[src/rtl/decryption_cfg_sequencer.sv]
// -----------------------------------------------------------------------------
// decryption_cfg_sequencer
//
// Bus master that programs the decryption register file after a start pulse.
// It writes the select, Caesar, Scytale and ZigZag key registers from values
// latched at start. With VERIFY set, it then reads each register back and
// compares the masked readback against the written value.
//
// Parameters
//   VERIFY      1: write, then read back and compare; 0: write only
//   TIMEOUT     cycles to wait for done after a request before aborting
//
// Ports
//   clk, rst          clock, synchronous active-high reset
//   start             one-cycle request, accepted only while idle
//   select_val        value for register 0x00 (only bits [1:0] are compared)
//   caesar_val        value for register 0x10
//   scytale_val       value for register 0x12
//   zigzag_val        value for register 0x14
//   addr/read/write/wdata   register file request (all registered)
//   rdata/done/error        register file response
//   busy              sequence in progress
//   cfg_done          one-cycle pulse on successful completion
//   cfg_error         sticky failure flag, cleared by the next accepted start
//   fail_addr         address of the failing access
// -----------------------------------------------------------------------------
module decryption_cfg_sequencer #(
    parameter int unsigned VERIFY  = 1,
    parameter int unsigned TIMEOUT = 15
) (
    input  logic        clk,
    input  logic        rst,
    input  logic        start,
    input  logic [15:0] select_val,
    input  logic [15:0] caesar_val,
    input  logic [15:0] scytale_val,
    input  logic [15:0] zigzag_val,
    output logic [7:0]  addr,
    output logic        read,
    output logic        write,
    output logic [15:0] wdata,
    input  logic [15:0] rdata,
    input  logic        done,
    input  logic        error,
    output logic        busy,
    output logic        cfg_done,
    output logic        cfg_error,
    output logic [7:0]  fail_addr
);

    localparam logic [2:0] S_IDLE    = 3'd0;
    localparam logic [2:0] S_WR_REQ  = 3'd1;
    localparam logic [2:0] S_WR_WAIT = 3'd2;
    localparam logic [2:0] S_RD_REQ  = 3'd3;
    localparam logic [2:0] S_RD_WAIT = 3'd4;
    localparam logic [2:0] S_FINISH  = 3'd5;
    localparam logic [2:0] S_FAIL    = 3'd6;

    localparam int            CNT_W   = $clog2(TIMEOUT + 1);
    localparam logic [CNT_W-1:0] CNT_LIM = CNT_W'(TIMEOUT);
    localparam logic [CNT_W-1:0] CNT_MAX = '1;

    function automatic logic [7:0] tbl_addr(input logic [1:0] i);
        case (i)
            2'd0:    tbl_addr = 8'h00;
            2'd1:    tbl_addr = 8'h10;
            2'd2:    tbl_addr = 8'h12;
            default: tbl_addr = 8'h14;
        endcase
    endfunction

    // The select register only implements its two low bits.
    function automatic logic [15:0] tbl_mask(input logic [1:0] i);
        tbl_mask = (i == 2'd0) ? 16'h0003 : 16'hFFFF;
    endfunction

    logic [2:0]       state_q, state_d;
    logic [1:0]       idx_q, idx_d;
    logic [CNT_W-1:0] cnt_q, cnt_d;
    logic [3:0][15:0] val_q, val_d;
    logic [7:0]       addr_q, addr_d;
    logic [15:0]      wdata_q, wdata_d;
    logic             read_q, read_d;
    logic             write_q, write_d;
    logic             busy_q, busy_d;
    logic             cfg_done_q, cfg_done_d;
    logic             cfg_error_q, cfg_error_d;
    logic [7:0]       fail_addr_q, fail_addr_d;

    logic [CNT_W-1:0] cnt_inc;
    logic             timed_out;
    logic             rd_mismatch;

    // Saturating increment: the counter can never wrap back below the limit.
    assign cnt_inc     = (cnt_q == CNT_MAX) ? cnt_q : cnt_q + 1'b1;
    assign timed_out   = (cnt_inc >= CNT_LIM);
    assign rd_mismatch = (((rdata ^ val_q[idx_q]) & tbl_mask(idx_q)) != 16'h0000);

    always_comb begin
        state_d     = state_q;
        idx_d       = idx_q;
        cnt_d       = cnt_q;
        val_d       = val_q;
        cfg_error_d = cfg_error_q;
        fail_addr_d = fail_addr_q;

        case (state_q)
            S_IDLE: begin
                if (start) begin
                    state_d     = S_WR_REQ;
                    idx_d       = 2'd0;
                    val_d       = {zigzag_val, scytale_val, caesar_val, select_val};
                    cfg_error_d = 1'b0;
                    fail_addr_d = 8'h00;
                end
            end
            S_WR_REQ: begin
                state_d = S_WR_WAIT;
                cnt_d   = '0;
            end
            S_WR_WAIT: begin
                if (done) begin
                    if (error) begin
                        state_d = S_FAIL;
                    end else if (idx_q == 2'd3) begin
                        state_d = (VERIFY != 0) ? S_RD_REQ : S_FINISH;
                        idx_d   = 2'd0;
                    end else begin
                        state_d = S_WR_REQ;
                        idx_d   = idx_q + 2'd1;
                    end
                end else if (timed_out) begin
                    state_d = S_FAIL;
                end else begin
                    cnt_d = cnt_inc;
                end
            end
            S_RD_REQ: begin
                state_d = S_RD_WAIT;
                cnt_d   = '0;
            end
            S_RD_WAIT: begin
                if (done) begin
                    if (error || rd_mismatch) begin
                        state_d = S_FAIL;
                    end else if (idx_q == 2'd3) begin
                        state_d = S_FINISH;
                    end else begin
                        state_d = S_RD_REQ;
                        idx_d   = idx_q + 2'd1;
                    end
                end else if (timed_out) begin
                    state_d = S_FAIL;
                end else begin
                    cnt_d = cnt_inc;
                end
            end
            S_FINISH: state_d = S_IDLE;
            S_FAIL:   state_d = S_IDLE;
            default:  state_d = S_IDLE;
        endcase

        // Failure is only entered from a wait state, where idx still names
        // the access that went wrong.
        if (state_d == S_FAIL && state_q != S_FAIL) begin
            cfg_error_d = 1'b1;
            fail_addr_d = tbl_addr(idx_q);
        end

        // Outputs are registered from the next state so that they line up
        // with the state they belong to.
        write_d    = (state_d == S_WR_REQ);
        read_d     = (state_d == S_RD_REQ);
        busy_d     = (state_d != S_IDLE);
        cfg_done_d = (state_d == S_FINISH);
        addr_d     = addr_q;
        wdata_d    = wdata_q;
        if (state_d == S_WR_REQ || state_d == S_RD_REQ) begin
            addr_d = tbl_addr(idx_d);
        end
        if (state_d == S_WR_REQ) begin
            wdata_d = val_d[idx_d];
        end
    end

    always_ff @(posedge clk) begin
        if (rst) begin
            state_q     <= S_IDLE;
            idx_q       <= 2'd0;
            cnt_q       <= '0;
            addr_q      <= 8'h00;
            wdata_q     <= 16'h0000;
            read_q      <= 1'b0;
            write_q     <= 1'b0;
            busy_q      <= 1'b0;
            cfg_done_q  <= 1'b0;
            cfg_error_q <= 1'b0;
            fail_addr_q <= 8'h00;
        end else begin
            state_q     <= state_d;
            idx_q       <= idx_d;
            cnt_q       <= cnt_d;
            addr_q      <= addr_d;
            wdata_q     <= wdata_d;
            read_q      <= read_d;
            write_q     <= write_d;
            busy_q      <= busy_d;
            cfg_done_q  <= cfg_done_d;
            cfg_error_q <= cfg_error_d;
            fail_addr_q <= fail_addr_d;
        end
    end

    // Latched values are pure data and need no reset.
    always_ff @(posedge clk) begin
        val_q <= val_d;
    end

    assign addr      = addr_q;
    assign wdata     = wdata_q;
    assign read      = read_q;
    assign write     = write_q;
    assign busy      = busy_q;
    assign cfg_done  = cfg_done_q;
    assign cfg_error = cfg_error_q;
    assign fail_addr = fail_addr_q;

endmodule

[config.mk]
export PLATFORM = sky130hd
export DESIGN_NAME = decryption_cfg_sequencer
export DESIGN_NICKNAME = d
export VERILOG_FILES = /design/src/rtl/decryption_cfg_sequencer.sv
export SDC_FILE = /design/constraint.sdc
export NUM_CORES = 1
export LEC_CHECK = 0
export ABC_CLOCK_PERIOD_IN_PS = 3250
export BUFFER_PORTS_ARGS = -buffer_cell sky130_fd_sc_hd__buf_4
export CORE_MARGIN = 8
export CORE_UTILIZATION = 54
export CTS_CLUSTER_DIAMETER = 40
export DETAILED_ROUTE_END_ITERATION = 6
export PLACE_DENSITY = 0.82
export SYNTH_ARGS = -nofsm -noshare
export SYNTH_HDL_FRONTEND = slang
export SYNTH_SLANG_ARGS = --single-unit
export TNS_END_PERCENT = 10
[constraint.sdc]
create_clock -name clk -period 3.25 [get_ports clk]
set_input_delay 0.1625 -clock clk [delete_from_list [all_inputs] [get_ports clk]]
set_output_delay 0.1625 -clock clk [all_outputs]
set_load 0.05 [all_outputs]
**After elaboration in Yosys (flattened, before gate mapping)**

Index checks and enable logic that the tools add are counted.
Widths: inputs -> output; s select.

- Magnitude comparators: 3
- Bitwise operators: 2
- Reductions and logical operators: 15
- Equal/unequal tests: 17
- Mux-type cells: 36
- Add/subtract/negate cells: 2

Operator list:

| operator | count |
|---|---|
| $mux 64 | 2 |
| $bmux 16 s2 | 2 |
| $mux 16 | 3 |
| $pmux 5 s3 | 2 |
| $mux 8 | 3 |
| $mux 3 | 7 |
| $and 16x16->16 | 1 |
| $mux 2 | 8 |
| $reduce_bool 16->1 | 1 |
| $xor 16x16->16 | 1 |
| $pmux 3 s5 | 1 |
| $mux 4 | 3 |
| $eq 3x2->1 const B | 3 |
| $eq 3x3->1 const B | 3 |
| $pmux 4 s2 | 1 |
| $eq 2x2->1 const B | 3 |
| $eq 3x1->1 const B | 2 |
| $lt 2x3->1 const B | 2 |
| $pmux 2 s3 | 1 |
| $reduce_bool 2->1 | 3 |
| $add 4x1->4 const B | 1 |
| $eq 2x1->1 const B | 2 |
| $eq 4x4->1 const B | 1 |
| $ge 4x4->1 const B | 1 |
| other kinds (12) | 18 |

- Bits of input ports: 85
- Register bits: 110

**Longest topological paths before layout**

Gate-level depths: netlist of the first run.

- Depth after elaboration: 13
- Mapped depth: 12
- Gate-level depth less buffers: 9

**Least setup slack after synthesis of the first run**

No wires, ideal clock.

- Path type: reg2reg
- From: reg idx_q[0]
- To: reg wdata_q[12] (netlist: wdata[12])
- Period minus slack after synthesis: 2,866 ps
- Stages on the path, launching flop included: 12
- Path slack: 384 ps
- Arrival time: 2,735 ps
- Path through: dfxtp_1 -> buf_6 -> buf_12 -> mux4_2 -> xor2_1 -> nor4_4 -> a2111oi_1 -> a211oi_2 -> buf_6 -> buf_8 -> mux2i_1 -> o221ai_2

- Cells in the longest elaborated chain, start to end: 11
- Elaborated cells on any way between the ends: 28
- Those cells by class: add/sub (1); eq/ne (2); mux (20); bitwise (2); reduce/logical (3)

RTL lines:

| item | line | RTL |
|---|---|---|
| start, declared | 78 | `logic [1:0] idx_q, idx_d;` |
| start signal, assigned | 201 | `idx_q <= idx_d;` |
| $bmux 16 s2 | 97 | `assign rd_mismatch = (((rdata ^ val_q[idx_q]) & tbl_mask(idx_q)) != 16'h0000);` |
| $mux 16 (not written as such) | 97 |  |
| $xor 16x16->16 | 97 |  |
| $and 16x16->16 | 97 |  |
| $reduce_bool 16->1 | 97 |  |
| $logic_or 1x1->1 | 144 | `if (error \|\| rd_mismatch) begin` |
| $mux 2 | 144 |  |
| $mux 2 | 143 | `if (done) begin` |
| $pmux 2 s3 | 107 | `case (state_q)` |
| $bmux 16 s2 | 182 | `wdata_d = val_d[idx_d];` |
| $mux 16 (not written as such) | 182 |  |
| end signal, assigned | 204 | `wdata_q <= wdata_d;` |
| end, declared | 82 | `logic [15:0] wdata_q, wdata_d;` |

Parallel ways exist; a longest one is shown, timed or not. The select of a mux whose other input is x is not followed.
A chain may end at the register's enable or synchronous reset.

**Worst setup path in the final report of the first run**

- From: reg idx_q[0]
- To: reg wdata_q[9] (netlist: wdata[9])

Same word-level chain as after synthesis.

==> impl_results.md, run 1 <==
* Post-Syn Area at 5086 µm²
* Final Instance Count excl. Fillers at 665
* Fill cell count at 695
* Die H at 113.1 µm
* Critical path peak fanout at 12
* Total I/O pin count at 122
* Post-synth EDFFs at 0
* Cell count after synthesis at 437
* Synth Warn # at 0
* Worst-margin pin slew at 0.6391 ns
* Peak VDD IR at 0.3184 mV
* Final net count at 641
* CTS Root Cell: clkbuf_8
* Initial antenna violation count at 0
* Drt pass-1 iters at 4
* Die area at 12780 µm²
* Slowest cell on crit path: mux4_1
* Post-synth top area share at 0.3936
* Async SR Flop Fraction at 0
* Worst path bufs/invs at 3
* Startpoint types: flip-flop
* Buffer count from post-CTS setup fixing at 0
* Rel. slew slack at 0.5694
* Area of the multi-input gates at 2836 µm²
* R2R setup slack at 0.14 ns
* HP Class: primary input to flip-flop
* Via Count at 3880
* Required @ worst endpoint at 3.49 ns
* Highest Clock Rate at 322.1 MHz
* Outcome: finished, final reports clean
* CTS Sinks at 100
* Gr ovfl total at 0
* Worst path max stage delay at 0.60 ns
* Pleak at 0.002671 µW
* Worst clock skew at 0.01571 ns
* Count of cell types in the netlist at 61
* Area leader, netlist: dfxtp_1
* Post-DP HPWL at 10040 µm
* Num CTS Buffers at 9
* Post-route DRC at 0
* Gpl congestion at 0.8581
* Unrepaired setup endpoints after global routing: no
* Area after DPL at 6041 µm²
* Drt via density at 5.835
* Most frequent cells in the layout: buf_4, dfxtp_1, mux2_2
* I/O Buffers at 111
* Tmin final at 3.105 ns
* CP arrival at 3.35 ns
* Fin crit share at 0.9554
* Routed wire length at 13240 µm
* Avg WL per Cell at 19.91 µm
* CP top delay family: multiplexers
* Antenna-violating nets left at 0
* # diodes at 0
* Pin count of the biggest net entering global routing at 69
* FP Rows at 35
* Avg Inst Size Synth at 11.64 µm²
* First-pass GRT wire length at 21070 µm
* Vias in the first global route at 4268
* Core area at 9196 µm²
* Sequential cell area at 2003 µm²
* Die width at 113.1 µm
* PwrDens at 540.9 nW/µm²
* Placed cell count at 649
* DR iter-0 viols at 217
* Worst-path clk slew at 0.11 ns
* Crit-path cells: buf_12, mux4_1, xnor2_2, nand4_1, nor2_4, a2111oi_1, buf_4, a211oi_4, buf_4, mux2i_1, o221ai_2
* Max Cap Viol at 0
* Clock latency on the worst-skew pair at 0.37 ns
* Commonest non-fill, non-tap cell in the layout: buf_4
* Final Max Slew Viols at 0
* Area growth syn-to-layout at 23.00%
* Tot GR Track Use at 0.2057
* CTS Buffer Depth at 2
* CTS tree: yes
* Final hold vios at 0
* H-tree Lvls at 3
* Design area at 6256 µm²
* Register area share after synthesis at 0.3936
* Share of layout cells above drive strength 1 at 0.4477
* Crit. End Element: flip-flop
* Setup CP Type: flip-flop to flip-flop
* Top_reg_cell synth: dfxtp_1
* Initial Util at 0.5531
* Final setup violation count at 0
* Crit-path most repeated cell: buf_4
* Number of synthesized register bits at 100
* Top post-synthesis cells by area: dfxtp_1, mux2_2, mux2i_1, mux4_2, o221ai_2
==> metrics by stage <==
step / power (µW) / utilization / hold slack (ns) / setup TNS [ns] / setup WS [ns]
finish: 3384 / 0.6803 / 0.02451 / 0 / 0.1450
global route: 3528 / 0.6803 / 0.01901 / 0 / 0.002742
CTS: 3387 / 0.6793 / 0.01526 / 0 / 0.05581
detailed placement: 2620 / 0.6569 / 0.4132 / -0.02408 / -0.01691
global placement: 2573 / 0.6569 / 0.4112 / 0 / 0.1146
floorplan: 2307 / - / 0.3244 / 0 / 0.3845
==> cells in the mapped netlist (all sizes together) (5+ instances only) <==
| cell type | count |
|---|---|
| a211oi | 5 |
| a21oi | 14 |
| buf | 24 |
| clkbuf | 15 |
| dfxtp | 100 |
| ha | 7 |
| inv | 9 |
| mux2 | 66 |
| mux2i | 35 |
| mux4 | 15 |
| nand2 | 14 |
| nand2b | 6 |
| nand3 | 5 |
| nand4 | 8 |
| nor2 | 14 |
| o211ai | 18 |
| o21ai | 6 |
| o221ai | 16 |
| xnor2 | 14 |
==> layout make-up <==
| cell class | instances | area share |
|---|---|---|
| multi-input combinational | 297 | 0.4534 |
| sequential | 100 | 0.3202 |
| timing repair buffer | 131 | 0.1672 |
| tap | 111 | 0.02220 |
| clock buffer | 10 | 0.02200 |
| clock inverter | 6 | 0.009000 |
| inverter | 10 | 0.006000 |
==> sequential cells by signal, indices dropped and copies added (netlist names) <==
register,cells
state_q,3
addr,3
write,1
idx_q,2
fail_addr,3
wdata,16
read,1
cfg_done,1
val_q,64
busy,1
cnt_q,4
cfg_error,1
==> path summary, 6_finish.rpt <==
kind                    end            from  depth (start not counted)
setup / recovery   wdata[9]        idx_q[0]                         11
hold / removal    val_q[61]  zigzag_val[13]                          2
setup reg to reg   wdata[9]        idx_q[0]                         11
hold reg to reg     addr[2]         addr[2]                          2
==> cells by family after synthesis <==
family | after synthesis | share of synthesized area
buf+inv | 49 | 0.06199
flops | 100 | 0.3936
simple gates | 64 | 0.06962
xor+xnor | 17 | 0.03075
other cells | 1 | 0.0007373
mux | 116 | 0.2844
compound gates | 83 | 0.1417
fa+ha+maj | 7 | 0.01722
==> report_power, final <==
group	internal (µW)	switching (µW)	leakage [µW]	total, µW
Combinational	498	533	0.00174	1030
Clock	314	460	0.0000965	774
Sequential	1450	125	0.000833	1580
Total	2270	1120	0.00267	3380
==> what timing repair did <==
item                                    in CTS  in global routing
endpoints found under the setup margin       8                 15
hold buffers                                 0                  0
resized for setup                            2                  2
pin swaps                                    0                  1
endpoints found under the hold margin        0                  0
==> layer usage <==
metal  global-route usage  part of all wire  wire length, µm
met5                    0                 0                0
met4              0.09147             0.017              231
met3              0.03994             0.050              666
met2               0.3583              0.51             6768
met1               0.2397              0.42             5574
(Power assumes the default switching activity.)
==> run 2: changes to the inputs <==
--- a/config.mk
+++ b/config.mk
@@ -5,13 +5,13 @@
 export SDC_FILE = /design/constraint.sdc
 export NUM_CORES = 1
 export LEC_CHECK = 0
-export ABC_CLOCK_PERIOD_IN_PS = 3250
+export ABC_CLOCK_PERIOD_IN_PS = 3600
 export BUFFER_PORTS_ARGS = -buffer_cell sky130_fd_sc_hd__buf_4
 export CORE_MARGIN = 8
-export CORE_UTILIZATION = 54
+export CORE_UTILIZATION = 30
 export CTS_CLUSTER_DIAMETER = 40
 export DETAILED_ROUTE_END_ITERATION = 6
-export PLACE_DENSITY = 0.82
+export PLACE_DENSITY = 0.52
 export SYNTH_ARGS = -nofsm -noshare
 export SYNTH_HDL_FRONTEND = slang
 export SYNTH_SLANG_ARGS = --single-unit
==> constraint.sdc (replaced) <==
create_clock -name clk -period 3.6 [get_ports clk]
set_input_delay 0.18 -clock clk [delete_from_list [all_inputs] [get_ports clk]]
set_output_delay 0.18 -clock clk [all_outputs]
set_load 0.05 [all_outputs]
==> impl_results.md, run 2 (synthesis results as in run 1) <==
* Setup CP Type: flip-flop to flip-flop
* Most frequent cells in the layout: buf_4, dfxtp_1, mux2_2
* Critical path peak fanout at 25
* Number of flip-flops in the largest register at 64
* Via Count at 3863
* FP Rows at 47
* Hold buffer count at cts at 0
* Gpl congestion at 0.8262
* Tmin final at 3.310 ns
* Highest Clock Rate at 302.1 MHz
* Commonest non-fill, non-tap cell in the layout: buf_4
* Initial Util at 0.3067
* I/O Buffers at 111
* R2R Path Start: idx_q[0]
* Final Max Slew Viols at 0
* Hold path depth at 2
* Biggest register: val_q
* R2r endpoint: wdata[5]
* Hold_sp: caesar_val[11]
* Gr ovfl total at 0
* Post-DP HPWL at 10910 µm
* Final net count at 639
* Final Worst Setup Slack at 0.2899 ns
* Total I/O pin count at 122
* R2R setup slack at 0.29 ns
* Die H at 146.2 µm
* Drt via density at 5.004
* Share of layout cells above drive strength 1 at 0.4384
* Worst-path clk slew at 0.07 ns
* CTS Root Cell: clkbuf_16
* Post-route DRC at 0
* Antenna-violating nets left at 0
* CTS tree: yes
* Die area at 21380 µm²
* Core area at 16580 µm²
* PwrDens at 506.3 nW/µm²
* Avg WL per Cell at 18.87 µm
* Peak VDD IR at 0.2669 mV
* First-pass GRT wire length at 22850 µm
* Setup TNS at 0 ns
* Die width at 146.2 µm
* Outcome: finished, final reports clean
* Pre-CTS setup slack at 0.02313 ns
* CTS Sinks at 100
* H-tree Lvls at 3
* Required @ worst endpoint at 3.81 ns
* # diodes at 0
* Unrepaired setup endpoints after global routing: no
* CTS Buffer Depth at 2
* Hold EP: val_q[27]
* Vias in the first global route at 4127
* Max Cap Viol at 0
* Final hold vios at 0
* Initial antenna violation count at 0
* Routed wire length at 14570 µm
* Startpoint types: flip-flop
* Drt pass-1 iters at 4
* Worst-margin pin slew at 1.088 ns
* DR iter-0 viols at 173
* R2R depth at 9
* Final setup violation count at 0
* Tot GR Track Use at 0.1349
* Fin crit share at 0.9195
* Rel. slew slack at 0.2745
* Area growth syn-to-layout at 26.10%
* Num CTS Buffers at 9
* Pin count of the biggest net entering global routing at 69
* CP arrival at 3.52 ns
* HP Class: primary input to flip-flop
* Clock latency on the worst-skew pair at 0.34 ns
* Crit. End Element: flip-flop
* Post_cts resized at 0
* Pleak at 0.002676 µW
* Buffer count from post-CTS setup fixing at 0
* Worst clock skew at 0.01225 ns
run 2: how the worst max path moves through the flow:
stage / startpoint / to / slack (ns) / cells past startpoint
2_1_floorplan: idx_q[0] / wdata[12] / 0.73 / 11
3_3_place_gp: idx_q[0] / wdata[15] / 0.11 / 10
3_5_place_dp: idx_q[0] / wdata[12] / 0.02 / 10
4_1_cts: idx_q[0] / wdata[13] / 0.01 / 10
5_1_grt: idx_q[0] / wdata[0] / 0.01 / 9
6_report: idx_q[0] / wdata[5] / 0.29 / 9
run 2: through the flow:
step	hold slack, ns	cell area, µm²	utilization	cells	power, µW
2_1_floorplan	0.3419	5120	-	446	2083
3_3_place_gp	0.4279	6115	0.3687	753	2340
3_5_place_dp	0.4303	6115	0.3687	753	2356
4_1_cts	0.06408	6391	0.3854	769	3280
5_1_grt	0.05821	6414	0.3868	772	3420
6_report	0.07733	6414	0.3868	772	3248
run 2: per-layer routing:
metal,global-route usage,share of wire,up-vias
met3,0.03956,0.055,14
li1,-,-,1854
met4,0.03452,0.011,0
met1,0.1712,0.46,1883
met2,0.2192,0.47,112
met5,0,0,-
run 2: worst max-delay path: stages, from the launching register on:
cell,delay (ns)
dfxtp_1,0.43
buf_12,0.20
mux4_1,0.58
xnor2_1,0.31
nand4_1,0.18
nor2_2,0.26
nand3_1,0.13
and3_1,0.55
o211ai_1,0.35
o221ai_1,0.16
run 2: area by class of cell:
type	count	area (µm²)
clock buffers	10	229.0
clock inverters	6	47.55
repair buffers	129	1006
multi-input cells	297	2816
well taps	220	275.3
flip-flops and latches	100	2002
inverters	10	37.54
fillers	1663	10170
run 2: report_power, final:
| part | internal (µW) | leakage [µW] | total, µW | switching, µW |
|---|---|---|---|---|
| registers | 1310 | 0.000832 | 1420 | 111 |
| clock network | 476 | 0.000133 | 918 | 443 |
| logic | 431 | 0.00171 | 905 | 474 |
==> run 3: changes to the inputs <==
--- a/config.mk
+++ b/config.mk
@@ -5,13 +5,14 @@
 export SDC_FILE = /design/constraint.sdc
 export NUM_CORES = 1
 export LEC_CHECK = 0
-export ABC_CLOCK_PERIOD_IN_PS = 3600
 export BUFFER_PORTS_ARGS = -buffer_cell sky130_fd_sc_hd__buf_4
+export CELL_PAD_IN_SITES_DETAIL_PLACEMENT = 1
+export CELL_PAD_IN_SITES_GLOBAL_PLACEMENT = 1
 export CORE_MARGIN = 8
 export CORE_UTILIZATION = 30
 export CTS_CLUSTER_DIAMETER = 40
 export DETAILED_ROUTE_END_ITERATION = 6
-export PLACE_DENSITY = 0.52
+export PLACE_DENSITY = 0.62
 export SYNTH_ARGS = -nofsm -noshare
 export SYNTH_HDL_FRONTEND = slang
 export SYNTH_SLANG_ARGS = --single-unit
==> impl_results.md, run 3 (synthesis results as in run 1) <==
* Total I/O pin count at 122
* Slowest cell on crit path: mux4_1
* CP arrival at 3.60 ns
* Tmin final at 3.378 ns
* Final setup violation count at 0
* Post-route DRC at 0
* Setup TNS at 0 ns
* Initial Util at 0.3067
* Post-DP HPWL at 11890 µm
* Pleak at 0.002667 µW
* Final core utilization at 0.3856
* Worst-path clk slew at 0.07 ns
* Vias in the first global route at 4429
* Met2 Use GR at 0.2588
* Final Max Slew Viols at 0
* DR iter-0 viols at 151
* Startpoint types: flip-flop
* Worst path bufs/invs at 2
* Crit. End Element: flip-flop
* Worst path max stage delay at 0.58 ns
* Area growth syn-to-layout at 25.73%
* Gr ovfl total at 0
* Worst-margin pin slew at 0.7655 ns
* Routed wire length at 15740 µm
* CTS Root Cell: clkbuf_16
* Final Instance Count excl. Fillers at 769
* Placed cell count at 751
* CP top delay family: compound AO/OA/AOI/OAI gates
* Final hold vios at 0
* Via Count at 3857
* Die width at 146.2 µm
* Gpl congestion at 0.7661
* Clock latency on the worst-skew pair at 0.36 ns
* Critical path peak fanout at 21
* Unrepaired setup endpoints after global routing: no
* Fill cell count at 1866
* Pre-CTS setup slack at -0.04858 ns
* Drt pass-1 iters at 4
* Final net count at 636
* Share of layout cells above drive strength 1 at 0.4390
* Highest Clock Rate at 296.0 MHz
* Peak VDD IR at 0.2628 mV
* Outcome: finished, final reports clean
* GRT Max-Usage Layer: met2
* Drt via density at 5.016
* # diodes at 0
* FP Rows at 47
* Final Worst Setup Slack at 0.2215 ns
* Grt met1 use at 0.1684
* Met3 usage at 0.04821
* Initial antenna violation count at 0
* Num CTS Buffers at 9
* CTS Buffer Depth at 2
* Total chip power at 3352 µW
* Core area at 16580 µm²
* Number of flip-flops in the largest register at 64
* Max Cap Viol at 0
* Avg WL per Cell at 20.46 µm
* I/O Buffers at 111
* Worst clock skew at 0.009193 ns
* Commonest non-fill, non-tap cell in the layout: buf_4
* Required @ worst endpoint at 3.82 ns
* Antenna-violating nets left at 0
* HP Class: primary input to flip-flop
* Pin count of the biggest net entering global routing at 49
* Crit-path cells: buf_12, mux4_1, xnor2_1, nand4_1, nor2_2, a21oi_2, a221o_1, buf_4, o211ai_1, o221ai_1
* Die H at 146.2 µm
* CTS tree: yes
* PwrDens at 524.2 nW/µm²
* Setup CP Type: flip-flop to flip-flop
* H-tree Lvls at 3
* Tot GR Track Use at 0.1478
* Rel. slew slack at 0.4865
* First-pass GRT wire length at 24900 µm
* Most frequent cells in the layout: buf_4, dfxtp_1, mux2_2
* CTS Sinks at 100
* Biggest register: val_q
* Die area at 21380 µm²
* Fin crit share at 0.9385
==> run 3: changes by cell type in the layout (fill, tap and decap cells not counted), sizes merged <==
cell      change
buf           -3
inv           +1
bufinv        +1
clkinv        -1
clkinvlp      -1
==> run 3: per-layer routing <==
layer,vias up,wire [µm],part of all wire
li1,1836,-,-
met1,1909,6818,0.43
met2,92,7847,0.50
met3,20,778,0.049
met4,0,293,0.019
met5,-,0,0
==> run 3: layout make-up <==
| cell class | count | area [µm²] | area share |
|---|---|---|---|
| Timing Repair Buffer | 126 | 958.4 | 0.1499 |
| Multi-Input combinational cell | 297 | 2823 | 0.4414 |
| Clock inverter | 6 | 70.07 | 0.01096 |
| Tap cell | 220 | 275.3 | 0.04304 |
| Clock buffer | 10 | 229.0 | 0.03581 |
| Inverter | 10 | 37.54 | 0.005870 |
| Sequential cell | 100 | 2002 | 0.3131 |
==> run 3: worst paths after layout <==
| kind | start | end | slack, ns | cells past startpoint |
|---|---|---|---|---|
| max | idx_q[0] | wdata[5] | 0.22 | 10 |
| min | scytale_val[6] | val_q[38] | 0.07 | 2 |
| max reg2reg | idx_q[0] | wdata[5] | 0.22 | 10 |
| min reg2reg | addr[2] | addr[2] | 0.47 | 2 |
==> run 3: power by group <==
group	total [µW]	internal [µW]	switching, µW
Sequential	1430	1310	116
Combinational	916	431	486
Clock	1010	548	459
==> run 3: through the flow <==
step                hold WS, ns  instance area, µm²
CTS                     0.05826                6389
global placement         0.4283                6075
detailed placement       0.4310                6075
global route            0.05145                6395
finish                  0.06869                6395
floorplan                0.3419                5120
==> run 3: repair_timing <==
| action | in CTS | in global routing |
|---|---|---|
| setup endpoints to repair | 8 | 4 |
| gates resized for setup | 0 | 2 |
| hold buffers | 0 | 0 |
| pin swaps | 1 | 0 |
| buffers inserted | 2 | 0 |
